--- src/rtl/keypad_pkg.sv ---
// keypad_pkg: shared constants, types and helpers for the keypad scanner.
//   KEY_NONE      - committed code meaning "no key / invalid"
//   ROWS, COLS    - matrix geometry
//   row_state_t   - row FSM state encoding (also exposed for debug)
//   ROW_DRIVE*    - active-low row drive pattern for each state
//   key_to_onehot - maps key index r*4+c to its one-hot code
//   row_drive     - maps a row state to its drive pattern
package keypad_pkg;

  localparam int ROWS = 4;
  localparam int COLS = 4;

  localparam logic [15:0] KEY_NONE = 16'h0000;

  typedef enum logic [1:0] {
    DRIVE0 = 2'd0,
    DRIVE1 = 2'd1,
    DRIVE2 = 2'd2,
    DRIVE3 = 2'd3
  } row_state_t;

  localparam logic [3:0] ROW_DRIVE0 = 4'b1110;
  localparam logic [3:0] ROW_DRIVE1 = 4'b1101;
  localparam logic [3:0] ROW_DRIVE2 = 4'b1011;
  localparam logic [3:0] ROW_DRIVE3 = 4'b0111;

  function automatic logic [15:0] key_to_onehot(input logic [3:0] idx);
    logic [15:0] v;
    v = 16'h0001 << idx;
    return v;
  endfunction

  function automatic logic [3:0] row_drive(input row_state_t s);
    logic [3:0] v;
    case (s)
      DRIVE0:  v = ROW_DRIVE0;
      DRIVE1:  v = ROW_DRIVE1;
      DRIVE2:  v = ROW_DRIVE2;
      default: v = ROW_DRIVE3;
    endcase
    return v;
  endfunction

endpackage

--- src/rtl/keypad_scanner_frame_debounce.sv ---
// frame_debounce: debounces full-matrix frame codes and commits a key code.
//   clk, rst    - clock, synchronous active-high reset
//   frame_end   - one-cycle pulse, frame_code is valid in this cycle
//   frame_code  - one-hot code of the frame just completed (0 = none/invalid)
//   onehot      - committed key code, constant between commits
//   key_press   - one-cycle strobe coincident with a new nonzero onehot
module frame_debounce
  import keypad_pkg::*;
#(
  parameter int DEBOUNCE_FRAMES = 4
) (
  input  logic        clk,
  input  logic        rst,
  input  logic        frame_end,
  input  logic [15:0] frame_code,
  output logic [15:0] onehot,
  output logic        key_press
);

  localparam int CNT_W = $clog2(DEBOUNCE_FRAMES);
  localparam logic [CNT_W-1:0] CNT_MAX = CNT_W'(DEBOUNCE_FRAMES - 1);

  logic [15:0]      cand;
  logic [CNT_W-1:0] stable_cnt;
  logic [CNT_W-1:0] cnt_inc;

  // Saturating increment; once saturated every further matching frame
  // re-evaluates the commit condition.
  always_comb begin
    cnt_inc = (stable_cnt == CNT_MAX) ? CNT_MAX : stable_cnt + 1'b1;
  end

  always_ff @(posedge clk) begin
    if (rst) begin
      cand       <= KEY_NONE;
      stable_cnt <= '0;
      onehot     <= KEY_NONE;
      key_press  <= 1'b0;
    end else begin
      key_press <= 1'b0;
      if (frame_end) begin
        if (frame_code == cand) begin
          stable_cnt <= cnt_inc;
          if (cnt_inc == CNT_MAX && cand != onehot) begin
            onehot    <= cand;
            // Releases (commit of KEY_NONE) are silent.
            key_press <= (cand != KEY_NONE);
          end
        end else begin
          cand       <= frame_code;
          stable_cnt <= '0;
        end
      end
    end
  end

endmodule

--- src/rtl/keypad_scanner.sv ---
// keypad_scanner: 4x4 matrix keypad front end.
//   clk, rst   - clock, synchronous active-high reset
//   row        - registered active-low row drive, exactly one bit low
//   col        - asynchronous active-low column sense
//   onehot     - committed key code onehot[r*4+c], 0 = none or multi-key
//   key_press  - one-cycle strobe when onehot changes to a nonzero value
//   dbg_state  - current row FSM state
// Each row is driven for SCAN_DIV cycles and the synchronised columns are
// sampled on the last cycle of the dwell. Four rows form one frame, whose
// code is handed to frame_debounce on the DRIVE3 sample cycle.
module keypad_scanner
  import keypad_pkg::*;
#(
  parameter int SCAN_DIV        = 50000,
  parameter int DEBOUNCE_FRAMES = 4
) (
  input  logic        clk,
  input  logic        rst,
  output logic [3:0]  row,
  input  logic [3:0]  col,
  output logic [15:0] onehot,
  output logic        key_press,
  output row_state_t  dbg_state
);

  localparam int DIV_W = $clog2(SCAN_DIV);
  localparam logic [DIV_W-1:0] DIV_LAST = DIV_W'(SCAN_DIV - 1);

  // Column synchroniser; idle (no key) level is all ones.
  logic [3:0] sync1;
  logic [3:0] col_s;

  always_ff @(posedge clk) begin
    if (rst) begin
      sync1 <= 4'hF;
      col_s <= 4'hF;
    end else begin
      sync1 <= col;
      col_s <= sync1;
    end
  end

  // Row FSM and dwell counter.
  row_state_t       state;
  logic [DIV_W-1:0] div_cnt;
  logic             sample;

  assign sample    = (div_cnt == DIV_LAST);
  assign dbg_state = state;

  always_ff @(posedge clk) begin
    if (rst) begin
      state   <= DRIVE0;
      row     <= ROW_DRIVE0;
      div_cnt <= '0;
    end else if (sample) begin
      div_cnt <= '0;
      case (state)
        DRIVE0:  begin state <= DRIVE1; row <= row_drive(DRIVE1); end
        DRIVE1:  begin state <= DRIVE2; row <= row_drive(DRIVE2); end
        DRIVE2:  begin state <= DRIVE3; row <= row_drive(DRIVE3); end
        default: begin state <= DRIVE0; row <= row_drive(DRIVE0); end
      endcase
    end else begin
      div_cnt <= div_cnt + 1'b1;
    end
  end

  // Column hit decode for the row being sampled.
  logic [3:0] hits;
  logic [2:0] hit_cnt;
  logic [1:0] hit_col;

  assign hits = ~col_s;

  always_comb begin
    hit_cnt = '0;
    hit_col = '0;
    for (int c = 0; c < COLS; c++) begin
      if (hits[c]) begin
        hit_cnt = hit_cnt + 3'd1;
        hit_col = 2'(c);
      end
    end
  end

  // Frame accumulator. The *_n values include the current sample so the
  // DRIVE3 row contributes to the frame code it closes.
  logic       seen, seen_n;
  logic [3:0] key_idx, key_idx_n;
  logic       multi, multi_n;
  logic       frame_end;
  logic [15:0] frame_code;

  always_comb begin
    seen_n    = seen;
    key_idx_n = key_idx;
    multi_n   = multi;
    if (hit_cnt >= 3'd2) begin
      multi_n = 1'b1;
    end else if (hit_cnt == 3'd1) begin
      if (seen) multi_n = 1'b1;
      seen_n    = 1'b1;
      key_idx_n = {state, hit_col};
    end
  end

  assign frame_end  = sample && (state == DRIVE3);
  assign frame_code = (multi_n || !seen_n) ? KEY_NONE : key_to_onehot(key_idx_n);

  always_ff @(posedge clk) begin
    if (rst) begin
      seen    <= 1'b0;
      key_idx <= '0;
      multi   <= 1'b0;
    end else if (sample) begin
      if (frame_end) begin
        seen    <= 1'b0;
        key_idx <= '0;
        multi   <= 1'b0;
      end else begin
        seen    <= seen_n;
        key_idx <= key_idx_n;
        multi   <= multi_n;
      end
    end
  end

  frame_debounce #(
    .DEBOUNCE_FRAMES(DEBOUNCE_FRAMES)
  ) u_debounce (
    .clk       (clk),
    .rst       (rst),
    .frame_end (frame_end),
    .frame_code(frame_code),
    .onehot    (onehot),
    .key_press (key_press)
  );

endmodule

--- config.mk ---
export PLATFORM = sky130hd
export DESIGN_NAME = keypad_scanner
export DESIGN_NICKNAME = d
export VERILOG_FILES = /design/src/rtl/keypad_pkg.sv /design/src/rtl/keypad_scanner_frame_debounce.sv /design/src/rtl/keypad_scanner.sv
export SDC_FILE = /design/constraint.sdc
export NUM_CORES = 1
export LEC_CHECK = 0
export ABC_AREA = 1
export BUFFER_PORTS_ARGS = -buffer_cell sky130_fd_sc_hd__buf_4
export CAP_MARGIN = 15
export CORE_MARGIN = 2
export CORE_UTILIZATION = 45
export DETAILED_ROUTE_END_ITERATION = 8
export MAX_ROUTING_LAYER = met4
export SYNTH_ARGS = -nofsm -noshare
export SYNTH_HDL_FRONTEND = slang
export SYNTH_SLANG_ARGS = --single-unit
--- constraint.sdc ---
create_clock -name clk -period 3.6 [get_ports clk]
set_clock_uncertainty 0.2 [all_clocks]
set_input_delay 0.9 -clock clk [delete_from_list [all_inputs] [get_ports clk]]
set_output_delay 0.9 -clock clk [all_outputs]
set_load 0.05 [all_outputs]
==> metrics.txt <==
power per standard cell area roughly 350 nW/um2; Synth area leader dfxtp_1; synth warn 0; worst slack, placed around 0.062 ns; Int Power between 0.001 and 0.0015 W; max frequency roughly 300 MHz; area grow syn2layout 15.8%; total congestion overflow 0; most common cell after layout, fill and taps aside nand2_1; ratio of cells with drive above 1 in the final layout between 15 and 20%; design area about 4500 um2; Stages on worst setup path 20; final net count roughly 640; Die Width 97.2 um; delay-heaviest family, CP simple AND/OR/NAND/NOR gates; Mapped Avg Cell Area ~6.7 um2; DRT iter0 DRCs about 180; Seq/Total Area, Yosys 36.3%; via count between 3,000 and 4,000; R2R Path Start col_s[0]$_SDFF_PP1_; routability cong. between 0.8 and 0.9; transition time of the tightest slew-check pin just under 0.7 ns; VDD IR max 145 uV; ANT cells 0; # setup viols final 0; reg2reg setup slack approximately 0.27 ns; drc violations 0; Max-cap violations 0; largest net degree at the start of global routing 30; crit start category flop; ANT nets after route 0; Setup TNS 0 ns; initial antenna violation count 0; Critical Path Fanout Max 16; final worst slack 0.273 ns; reg2reg end u_debounce.cand[7]$_SDFFE_PP0P_; hold path endpoint col_s[3]$_SDFF_PP1_; Worst path slowest cell dfxtp_1; clk slew on worst S/H paths approximately 0.080 ns; clock tree sinks 71; class of the worst hold path reg -> reg; cts hold-fix bufs 0; Pre-Repair DR Iteration Count 5; clk buf depth 2; row cnt 34; vias in the first global route 3,360; Tot GR Track Use around a fifth; WL per Instance 12.8 um; Gate Count Post-Synth between 500 and 600; Synth cell types 41; io pins 29; final-report max-slew violation count 0; CP Capture Type flop; Tot Pwr roughly 0.0016 W; Final Hold Fails 0; flops & latches, synth 71; post-layout min period between 3 and 4 ns; dpl cell area between 4000 and 5000 um2; core area 8590 um2; Period Utilization, post-route just over 90%; Area contributors post-synth dfxtp_1, nand2_1, nor2_1; die area about 9500 um2; CP Class reg -> reg; Switch Pwr around 0.00041 W; Post-Route WL around 9400 um; CTS H-Tree Depth 3; worst hold margin about 0.21 ns; clock power share ~41%; worst skew pair latency 0.35 ns; Via-to-Cell Ratio roughly 5.1; port buffer count 28; Num CTS Buffers 9; max incr delay on CP 0.36 ns; Max-slew headroom 54.6%; Mapped Nets ~600; Worst EP required 3.65 ns; Cell Area, Synth approximately 4000 um2; top cell type's share of synthesized area a little over a third; Comb pwr share 9.0%; Arr. time, crit path 3.38 ns; crit-path cells inv_1 -> ha_4 -> nand2_1 -> nand2_2 -> nand2_2 -> a21oi_4 -> nand4_1 -> nand2_4 -> inv_2 -> nor2_2 -> nand3_1 -> nand2_1 -> nand2_1 -> inv_2 -> nand2_2 -> nor2_8 -> nand2_4 -> buf_6 -> a21oi_1 -> nor2_1; most frequent cells in the layout nand2_1, nor2_1, dfxtp_1; crit path buf inv count 4; Root Driver clkbuf_8; hold path depth 1; CTS tree yes; hold path startpoint sync1[3]$_SDFF_PP1_; Switching Share between 20 and 30%; Leakage between 2 and 2.5 nW; Die Height approximately 97 um; share of power burned in registers between 50% and 60%; Final HPWL DP about 6900 um; Starting Density a little under half; first-pass GRT wire length roughly 16,000 um; status finished clean; R2R depth 20
-- layer usage --
metal  vias up  routed length (um)  GRT usage [%]
met1      1672                4440           27.8
met5         -                   0              -
met4         0                 384           10.4
met2        87                4240           31.9
li1       1933                   -              -
met3        29                 365           4.03
-- cell type report --
cell class,count,area [um2]
Clock buffer,11,141
Clock inverter,5,57.6
Fill cell,876,4060
Inverter,73,279
Multi-Input combinational cell,426,2170
Sequential cell,71,1420
Tap cell,108,135
Timing Repair Buffer,41,324
-- cell usage after synthesis (all sizes together) --
cell type,instances
o21bai,1
o32ai,1
nor3b,2
nand3,40
o21ai,14
clkinv,2
nand2,175
o22ai,3
o2111ai,1
a21oi,28
nor3,7
and3,1
nand4,15
ha,10
or2,9
nor4,9
nor4b,1
nor2,96
xnor2,2
or4,1
dfxtp,71
buf,8
clkbuf,8
inv,71
xor2,9
a32o,1
-- power groups by stage --
stage          Sequential [W]  Clock (W)  Combinational, W
2_1_floorplan        0.000813          0         0.0000984
3_3_place_gp         0.000815          0          0.000117
3_5_place_dp         0.000815          0          0.000119
4_1_cts              0.000796   0.000672          0.000120
5_1_grt              0.000797   0.000700          0.000157
6_report             0.000796   0.000655          0.000143
-- worst max-delay path by stage --
stage,end,startpoint,slack [ns]
finish,u_debounce.cand[7]$_SDFFE_PP0P_,col_s[0]$_SDFF_PP1_,0.27
CTS,u_debounce.cand[5]$_SDFFE_PP0P_,col_s[1]$_SDFF_PP1_,0.04
global placement,u_debounce.cand[6]$_SDFFE_PP0P_,col_s[0]$_SDFF_PP1_,0.13
detailed placement,u_debounce.cand[5]$_SDFFE_PP0P_,col_s[1]$_SDFF_PP1_,0.06
global route,u_debounce.cand[11]$_SDFFE_PP0P_,col_s[0]$_SDFF_PP1_,-0.04
floorplan,u_debounce.onehot[4]$_SDFFE_PP0P_,col_s[0]$_SDFF_PP1_,0.55
-- repair_timing --
action                                  4_1_cts  5_1_grt
setup buffers                                 0        7
endpoints found under the setup margin        0       34
resized for setup                             0       16
-- through the flow --
| stage | utilization, % | cells |
|---|---|---|
| final | 52.7 | 735 |
| after global routing | 52.7 | 735 |
| after CTS | 51.2 | 728 |
| after detailed placement | 48.9 | 712 |
| after global placement | 48.9 | 712 |
| after floorplan | - | 586 |
-- worst register-to-register path, delay by kind of cell, from the launching register on --
family	cells	cell delay, ns
AND/OR/NAND/NOR	13	1.52
buffers and inverters	4	0.44
adder cells (fa/ha/maj)	1	0.30
flip-flops	1	0.36
AO/OA/AOI/OAI	2	0.41
-- sequential cells by signal, indices dropped and copies added, names as in the netlist --
signal,flops
multi,1
u_debounce.key_press,1
u_debounce.cand,16
row,4
key_idx,4
dbg_state,2
col_s,4
seen,1
div_cnt,16
sync1,4
u_debounce.stable_cnt,2
u_debounce.onehot,16
-- logic make-up (layout without fill, tap and decap cells) --
logic type / after synthesis / count (layout) / synth area share, %
AOI/OAI and AO/OA: 49 / 49 / 7.04
adders and majority gates: 10 / 10 / 3.20
xor gates and xnor gates: 11 / 11 / 2.46
buffers and inverters: 89 / 130 / 9.60
and+or+nand+nor: 356 / 356 / 41.4
DFF: 71 / 71 / 36.3
(Power assumes the default switching activity.)
